==> config.mk <==
export PLATFORM = sky130hd
export DESIGN_NAME = wr_ptr_ctrl
export DESIGN_NICKNAME = d
export VERILOG_FILES = /design/src/rtl/wr_ptr_ctrl.sv
export SDC_FILE = /design/constraint.sdc
export NUM_CORES = 1
export LEC_CHECK = 0
export BUFFER_PORTS_ARGS = -buffer_cell sky130_fd_sc_hd__buf_2
export CAP_MARGIN = 20
export CORE_ASPECT_RATIO = 1.25
export CORE_UTILIZATION = 40
export DETAILED_ROUTE_END_ITERATION = 10
export PLACE_DENSITY = 0.66
export SYNTH_ARGS = -nofsm -noshare
export SYNTH_HDL_FRONTEND = slang
export SYNTH_SLANG_ARGS = --single-unit
==> constraint.sdc <==
create_clock -name clk -period 6.2 [get_ports clk]
set_clock_uncertainty 0.2 [all_clocks]
set_input_delay 0.62 -clock clk [delete_from_list [all_inputs] [get_ports clk]]
set_output_delay 0.62 -clock clk [all_outputs]
set_load 0.005 [all_outputs]
==> src/rtl/wr_ptr_ctrl.sv <==
// Write-side pointer and flag controller for a single-clock stream FIFO.
// Drives the RAM write strobe/address and tracks full, almost-full, level and overflow.
module wr_ptr_ctrl #(
  parameter int ALEN         = 8,
  parameter int AFULL_THRESH = 2**ALEN - 2
) (
  input  logic            clk,
  input  logic            rstn,
  input  logic            i_tvalid,
  output logic            o_tready,
  output logic            o_ram_wen,
  output logic [ALEN-1:0] o_waddr,
  output logic [ALEN:0]   o_wptr,
  input  logic [ALEN:0]   i_rptr,
  output logic            o_wfull,
  output logic            o_wafull,
  output logic [ALEN:0]   o_wlevel,
  output logic            o_overflow,
  input  logic            i_ovf_clr
);

  localparam logic [ALEN:0] AFULL_LVL = (ALEN+1)'(AFULL_THRESH);
  localparam logic [ALEN:0] PTR_INC   = (ALEN+1)'(1);

  logic [ALEN:0] wptr_q, wptr_d;
  logic [ALEN:0] wlevel_q, wlevel_d;
  logic          wfull_q, wfull_d;
  logic          wafull_q, wafull_d;
  logic          ovf_q, ovf_d;
  logic          accept;

  assign accept = i_tvalid & ~wfull_q;

  always_comb begin
    // NOTE: every signal gets a default at the top so no path leaves it unassigned (no latch).
    wptr_d   = wptr_q;
    ovf_d    = ovf_q;
    if (accept) wptr_d = wptr_q + PTR_INC;

    // Flags compare against the read pointer as it stands now, so they lag reads by a cycle
    // and can only ever over-report occupancy, never under-report it.
    wlevel_d = wptr_d - i_rptr;
    wfull_d  = (wptr_d[ALEN] != i_rptr[ALEN]) && (wptr_d[ALEN-1:0] == i_rptr[ALEN-1:0]);
    wafull_d = (wlevel_d >= AFULL_LVL);

    // A beat offered while full wins over a simultaneous clear.
    if (i_ovf_clr)           ovf_d = 1'b0;
    if (i_tvalid && wfull_q) ovf_d = 1'b1;
  end

  always_ff @(posedge clk) begin
    // NOTE: non-blocking assignments so every register samples pre-edge values together.
    if (!rstn) begin
      wptr_q   <= '0;
      wlevel_q <= '0;
      wfull_q  <= 1'b0;
      wafull_q <= 1'b0;
      ovf_q    <= 1'b0;
    end else begin
      wptr_q   <= wptr_d;
      wlevel_q <= wlevel_d;
      wfull_q  <= wfull_d;
      wafull_q <= wafull_d;
      ovf_q    <= ovf_d;
    end
  end

  assign o_tready   = ~wfull_q;
  assign o_ram_wen  = accept;
  assign o_waddr    = wptr_q[ALEN-1:0];
  assign o_wptr     = wptr_q;
  assign o_wfull    = wfull_q;
  assign o_wafull   = wafull_q;
  assign o_wlevel   = wlevel_q;
  assign o_overflow = ovf_q;

endmodule

==> results of run 1 <==
-- final timing paths --
kind | from | end
max | o_wptr[0] | o_wafull
min | o_overflow | o_overflow
max reg2reg | o_wptr[0] | o_wafull
min reg2reg | o_overflow | o_overflow
-- per-stage QoR --
step | utilization | hold slack (ps)
2_1_floorplan | - | 261
3_3_place_gp | 0.487 | 252
3_5_place_dp | 0.487 | 272
4_1_cts | 0.496 | 289
5_1_grt | 0.496 | 317
6_report | 0.496 | 283
-- cell usage in the layout, fill, tap and decap left out, drive strengths merged, types with 2 or more instances in the layout --
cell type / synthesis / routed
buf: 8 / 43
dfxtp: 21 / 21
nor2: 14 / 14
inv: 11 / 11
ha: 9 / 9
xnor2: 8 / 8
and2: 7 / 7
o21ai: 6 / 6
nand2: 5 / 5
nand4: 5 / 5
a21oi: 5 / 5
xor2: 4 / 4
nand2b: 4 / 4
nor3: 4 / 4
nand3: 3 / 3
and3: 3 / 3
clkbuf: 1 / 3
a21o: 2 / 2
clkinv: 1 / 2
a211oi: 2 / 2
-- registers in the layout, summed over array words and instances, names as in the netlist --
name,count
o_wlevel,9
o_wptr,9
o_overflow,1
o_wafull,1
o_wfull,1
-- power by group through the flow --
stage	logic, mW	clock network (mW)	registers, mW
floorplan	0.0379	0	0.150
global placement	0.0572	0	0.149
detailed placement	0.0582	0	0.149
CTS	0.0585	0.0682	0.146
global route	0.0653	0.0728	0.147
finish	0.0578	0.0633	0.146
-- routing by layer --
layer  up-vias  GRT usage  share of wire
met5         -          0              0
met4         0     0.0946          0.016
met3         4     0.0214          0.036
met2        26      0.278           0.49
met1       473      0.202           0.46
li1        530          -              -
-- worst register-to-register path: stages (launching register included) --
cell	delay, ps
dfxtp_1	420
ha_1	200
nand2_1	110
nor2_1	160
and3_1	190
xor2_1	190
ha_1	320
a2111oi_0	350
o21ai_0	150
o21ai_0	120
xor2_1	240
o31ai_2	90
-- logic make-up after synthesis --
| logic type | Yosys count |
|---|---|
| AND/OR/NAND/NOR | 50 |
| flip-flops | 21 |
| buffers and inverters | 21 |
| multiplexers | 1 |
| AO/OA/AOI/OAI | 20 |
| XOR/XNOR | 13 |
| adder cells (fa/ha/maj) | 10 |
-- final cells by class --
type                    instances  area [um2]
inverters                      12        45.0
repair buffers                 43         215
clock buffers                   3        22.5
fillers                       302        1480
multi-input cells              94         708
well taps                      36        45.0
flip-flops and latches         21         420
clock inverters                 1        5.00
==> results.yml, run 1 <==
floorplan:
  coreArea_um2: 2950
  initial_core_util: 0.420
  die-area_um2: 3320
  die_h_um: 64.2
  io_pins: 44
  rows: 22
  chipWidth_um: 51.8
synthesis:
  synth_compound_area_frac: 0.121
  synth_top_family_by_area: "simple AND/OR/NAND/NOR gates"
  ys_seq_elements: 21
  syn_inst: 136
  synth.most_common_cell: "dfxtp_1"
  ys_top_cells_by_count: "21 x dfxtp_1, 14 x nor2_1, 11 x inv_1"
  synth-simple-area-share: 0.233
  syn_avg_cell_area_um2: 9.10
  netlist.area_leader.share: 0.340
  synth_warnings: 0
  yosysSeqAreaShare: 0.340
  syn_area_um2: 1240
  yosysTopAreaCell: "dfxtp_1"
  async_flop_share: 0
  synth-edff-count: 0
  synth_flop_cell: "dfxtp_1"
  synth-xor-area-share: 0.103
  synth_mux_area_frac: 0.00809
  netlist_top_cells_area: "dfxtp_1 34%, ha_1 9.1%, xnor2_1 5.7%"
  synth_fa_ha_area_frac: 0.107
  synth.distinct_cells: 37
  synthesis.nets: 159
global_routing:
  grt_pass1_wl_um: 4190
  antenna_found_initial: 0
  grt_max_degree: 13
  gr-total-overflow: 0
  grt_pass1_vias: 995
  grt_usage: 0.167
place:
  hpwl_um: 2000
  port_buffers: 43
  placedCellCount: 206
  place.gp.congestion: 0.845
  pre_cts_ws_ps: 3130
  place_area_um2: 1430
setup_path:
  worst_r2r_path_depth: 11
  crit_buf_inv: 0
  max_stage_delay_ps: 420
  crit_path_end_kind: "register"
  cp-start-kind: "register"
  ff2ff_setup_slack_ps: 3370
  cp_slowest_cell: "dfxtp_1"
  crit_arrival_ps: 2820
  path_max_fanout: 5
  critPathTopFamily: "compound AO/OA/AOI/OAI gates"
  path_depth: 11
  cp.required_ps: 6180
  worstSetupPathType: "register to register"
  cp_cell_sequence: "ha_1 -> nand2_1 -> nor2_1 -> and3_1 -> xor2_1 -> ha_1 -> a2111oi_0 -> o21ai_0 -> o21ai_0 -> xor2_1 -> o31ai_2"
sta:
  setup_tns_ps: 0
  slew_headroom: 0.756
  period_minus_slack_ps: 2830
  setup_viol: 0
  final_hold_viol_count: 0
  timing.final.crit_share: 0.457
  grt_setup_unrepaired: "no"
  fmax_mhz: 353
  drv_slew: 0
  final.setup.worst_slack_ps: 3370
  tightest_slew_ps: 355
cells_and_area:
  stdcell_count: 210
  diodes: 0
  synthToLayoutAreaGrowth_pct: 18.1
  drive_gt1_frac: 0.316
  post-route-cell-area_um2: 1460
  nets: 198
power_and_ir_drop:
  clkPwrFrac: 0.237
  seqPwrFrac: 0.546
  power.internal_uw: 194
  power.density_nw_per_um2: 182
  p_switching_uw: 72.4
  finalPower_uw: 267
  switching_share: 0.272
  peakVddDrop_mv: 0.120
  p_comb_frac: 0.217
  leakage_nw: 0.790
route:
  drt_pass1_iterations: 4
  vias: 1033
  routed_wl_um: 2450
  avgViaCountPerCell: 4.92
  drt_iter0_markers: 11
  postRouteAntennaNets: 0
  drc: 0
  post_drt_wl_per_cell_um: 11.7
status:
  outcome: "completed"
cts:
  htreeDepth: 1
  clkSinkCount: 21
  cts_max_path_buffers: 2
  path_clk_slew_ps: 120
  numCtsBuffers: 3
  cts_setup_buffers: 0
  cts_tree: "done"
  worstSkewPairLatency_ps: 300
  post_cts_resized: 0
  cts_root_buf: "clkbuf_4"
  hold_buffers: 0
run:
  drv_cap: 0
hold_path:
  hold_path_depth: 2
  min_path_type: "register to register"
(Power assumes the default switching activity.)
==> run 2: changes to the inputs <==
PLACE_DENSITY = 0.69   (was 0.66)
clock period = 2.5 ns   (was 6.2 ns; I/O delays follow)
==> run 2 against run 1 <==
First-iteration DRC count grew 110%. Global-route usage is 2.0 points higher. Total power increased to 2.7 times the previous value. Final cell count is 10% higher. Non-clock buffer count is 21 higher. Worst setup slack worse by 3400 ps. The flow now finishes with violations (setup timing). Via count grew 12%. Combinational power rose to 3.7 times the previous value. Flip-flop and latch count unchanged. Maximum frequency up 13%. Clock power grew to 2.5 times the previous value. Wire length rose by 23%.
==> results.yml, run 2 (same netlist as run 1, synthesis figures left out) <==
cts:
  cts_root_buf: "clkbuf_4"
  worstSkewPairLatency_ps: 300
  numCtsBuffers: 3
  cts_max_path_buffers: 2
  path_clk_slew_ps: 120
  htreeDepth: 1
  cts_tree: "done"
  clkSinkCount: 21
place:
  port_buffers: 43
  place_area_um2: 1580
  hpwl_um: 2120
  placedCellCount: 223
  place.gp.congestion: 0.881
setup_path:
  cp-start-kind: "register"
  cp.required_ps: 2490
  worstSetupPathType: "register to register"
  r2r-start: "o_wptr[1]"
  crit_start: "o_wptr[1]"
  crit_arrival_ps: 2500
  path_max_fanout: 4
  worst_r2r_path_depth: 12
  crit_path_end_kind: "register"
floorplan:
  io_pins: 44
  rows: 22
  coreArea_um2: 2950
  initial_core_util: 0.420
  chipWidth_um: 51.8
  die-area_um2: 3320
  die_h_um: 64.2
sta:
  grt_setup_unrepaired: "yes"
  final.setup.worst_slack_ps: -12.2
  tightest_slew_ps: 332
  timing.final.crit_share: 1.00
  final_hold_viol_count: 0
  hold_ws_ps: 18.4
  setup_viol: 1
  slew_headroom: 0.777
  drv_slew: 0
  period_minus_slack_ps: 2510
  fmax_mhz: 398
global_routing:
  grt_pass1_wl_um: 4700
  gr-total-overflow: 0
  grt_usage: 0.187
  antenna_found_initial: 0
  grt_max_degree: 13
  grt_pass1_vias: 1101
cells_and_area:
  drive_gt1_frac: 0.538
  layout_commonest_cell: "buf_2"
  post-route-cell-area_um2: 1860
  final_util: 0.633
  synthToLayoutAreaGrowth_pct: 50.6
  diodes: 0
  nets: 219
  final_cell_mix: "43 x buf_2, 18 x dfxtp_1, 17 x buf_4"
  stdcell_count: 231
hold_path:
  min_from: "i_tvalid"
  min_path_type: "primary input to register"
  hold_path_depth: 3
power_and_ir_drop:
  power.density_nw_per_um2: 393
  leakage_nw: 0.943
  finalPower_uw: 732
  peakVddDrop_mv: 0.342
route:
  top_layer_used: "met4"
  drt-met1-wl_um: 1240
  routed_wl_um: 3010
  drt_iter0_markers: 23
  drc: 0
  wl_met3_um: 100
  route.met2.wl_um: 1630
  vias: 1162
  postRouteAntennaNets: 0
  drt_pass1_iterations: 4
  post_drt_wl_per_cell_um: 13.0
  avgViaCountPerCell: 5.03
status:
  outcome: "finished with violations"
  violations: "setup timing"
run:
  drv_cap: 0
run 2: cell count changes in the layout (fill, tap and decap cells not counted), moves of 2 or more:
cell | previous run | this run
ha_4 | 0 | 6
nor2_1 | 14 | 11
buf_4 | 0 | 17
ha_1 | 9 | 2
xnor2_1 | 8 | 5
o21ai_0 | 4 | 1
dfxtp_1 | 21 | 18
nor2_2 | 0 | 2
xnor2_2 | 0 | 2
buf_6 | 0 | 3
dfxtp_2 | 0 | 2
o21ai_1 | 2 | 4
run 2: power by group:
group	switching [mW]	leakage (nW)	total [mW]	internal [mW]
Clock	0.0989	0.0177	0.159	0.0596
Sequential	0.00722	0.174	0.361	0.354
Combinational	0.0992	0.752	0.212	0.113
run 2: worst paths after layout:
kind,slack [ps],end
min reg2reg,280,o_overflow
max reg2reg,-10,o_wafull
min,20,o_overflow
max,-10,o_wafull
run 2: through the flow:
stage / setup WS, ps / TNS, ps
2_1_floorplan: 2.66 / 0
3_3_place_gp: -59.0 / -84.3
3_5_place_dp: -96.5 / -159
4_1_cts: 0.0402 / 0
5_1_grt: -152 / -387
6_report: -12.2 / -12.2
run 2: area by class of cell:
class	instances	area [um2]
timing repair buffer	64	387
tap	36	45.0
clock buffer	3	22.5
clock inverter	1	5.00
inverter	12	45.0
fill	238	1080
multi-input combinational	94	932
sequential	21	427
run 2: repair_timing:
| item | CTS | global route |
|---|---|---|
| endpoints found under the setup margin | 3 | 4 |
| hold endpoints to repair | 1 | 0 |
| hold buffers | 1 | 0 |
| gates resized for setup | 15 | 27 |
| pin swaps | 5 | 15 |
| buffers inserted | 0 | 3 |
run 2: worst max-delay path: stages (launching register included):
cell and delay, ps:
dfxtp_2 380, buf_6 110, nand2_1 50, nor2_2 180, nand3_2 150, xnor2_4 240
ha_4 240, buf_4 140, o21ai_1 160, nor2_1 60, o21ai_1 150, xor2_1 230
o31ai_2 90
run 2: routing by layer:
metal	vias up	GRT usage
met5	-	0
met3	4	0.0238
met1	556	0.218
met4	0	0.0912
li1	572	-
met2	30	0.326
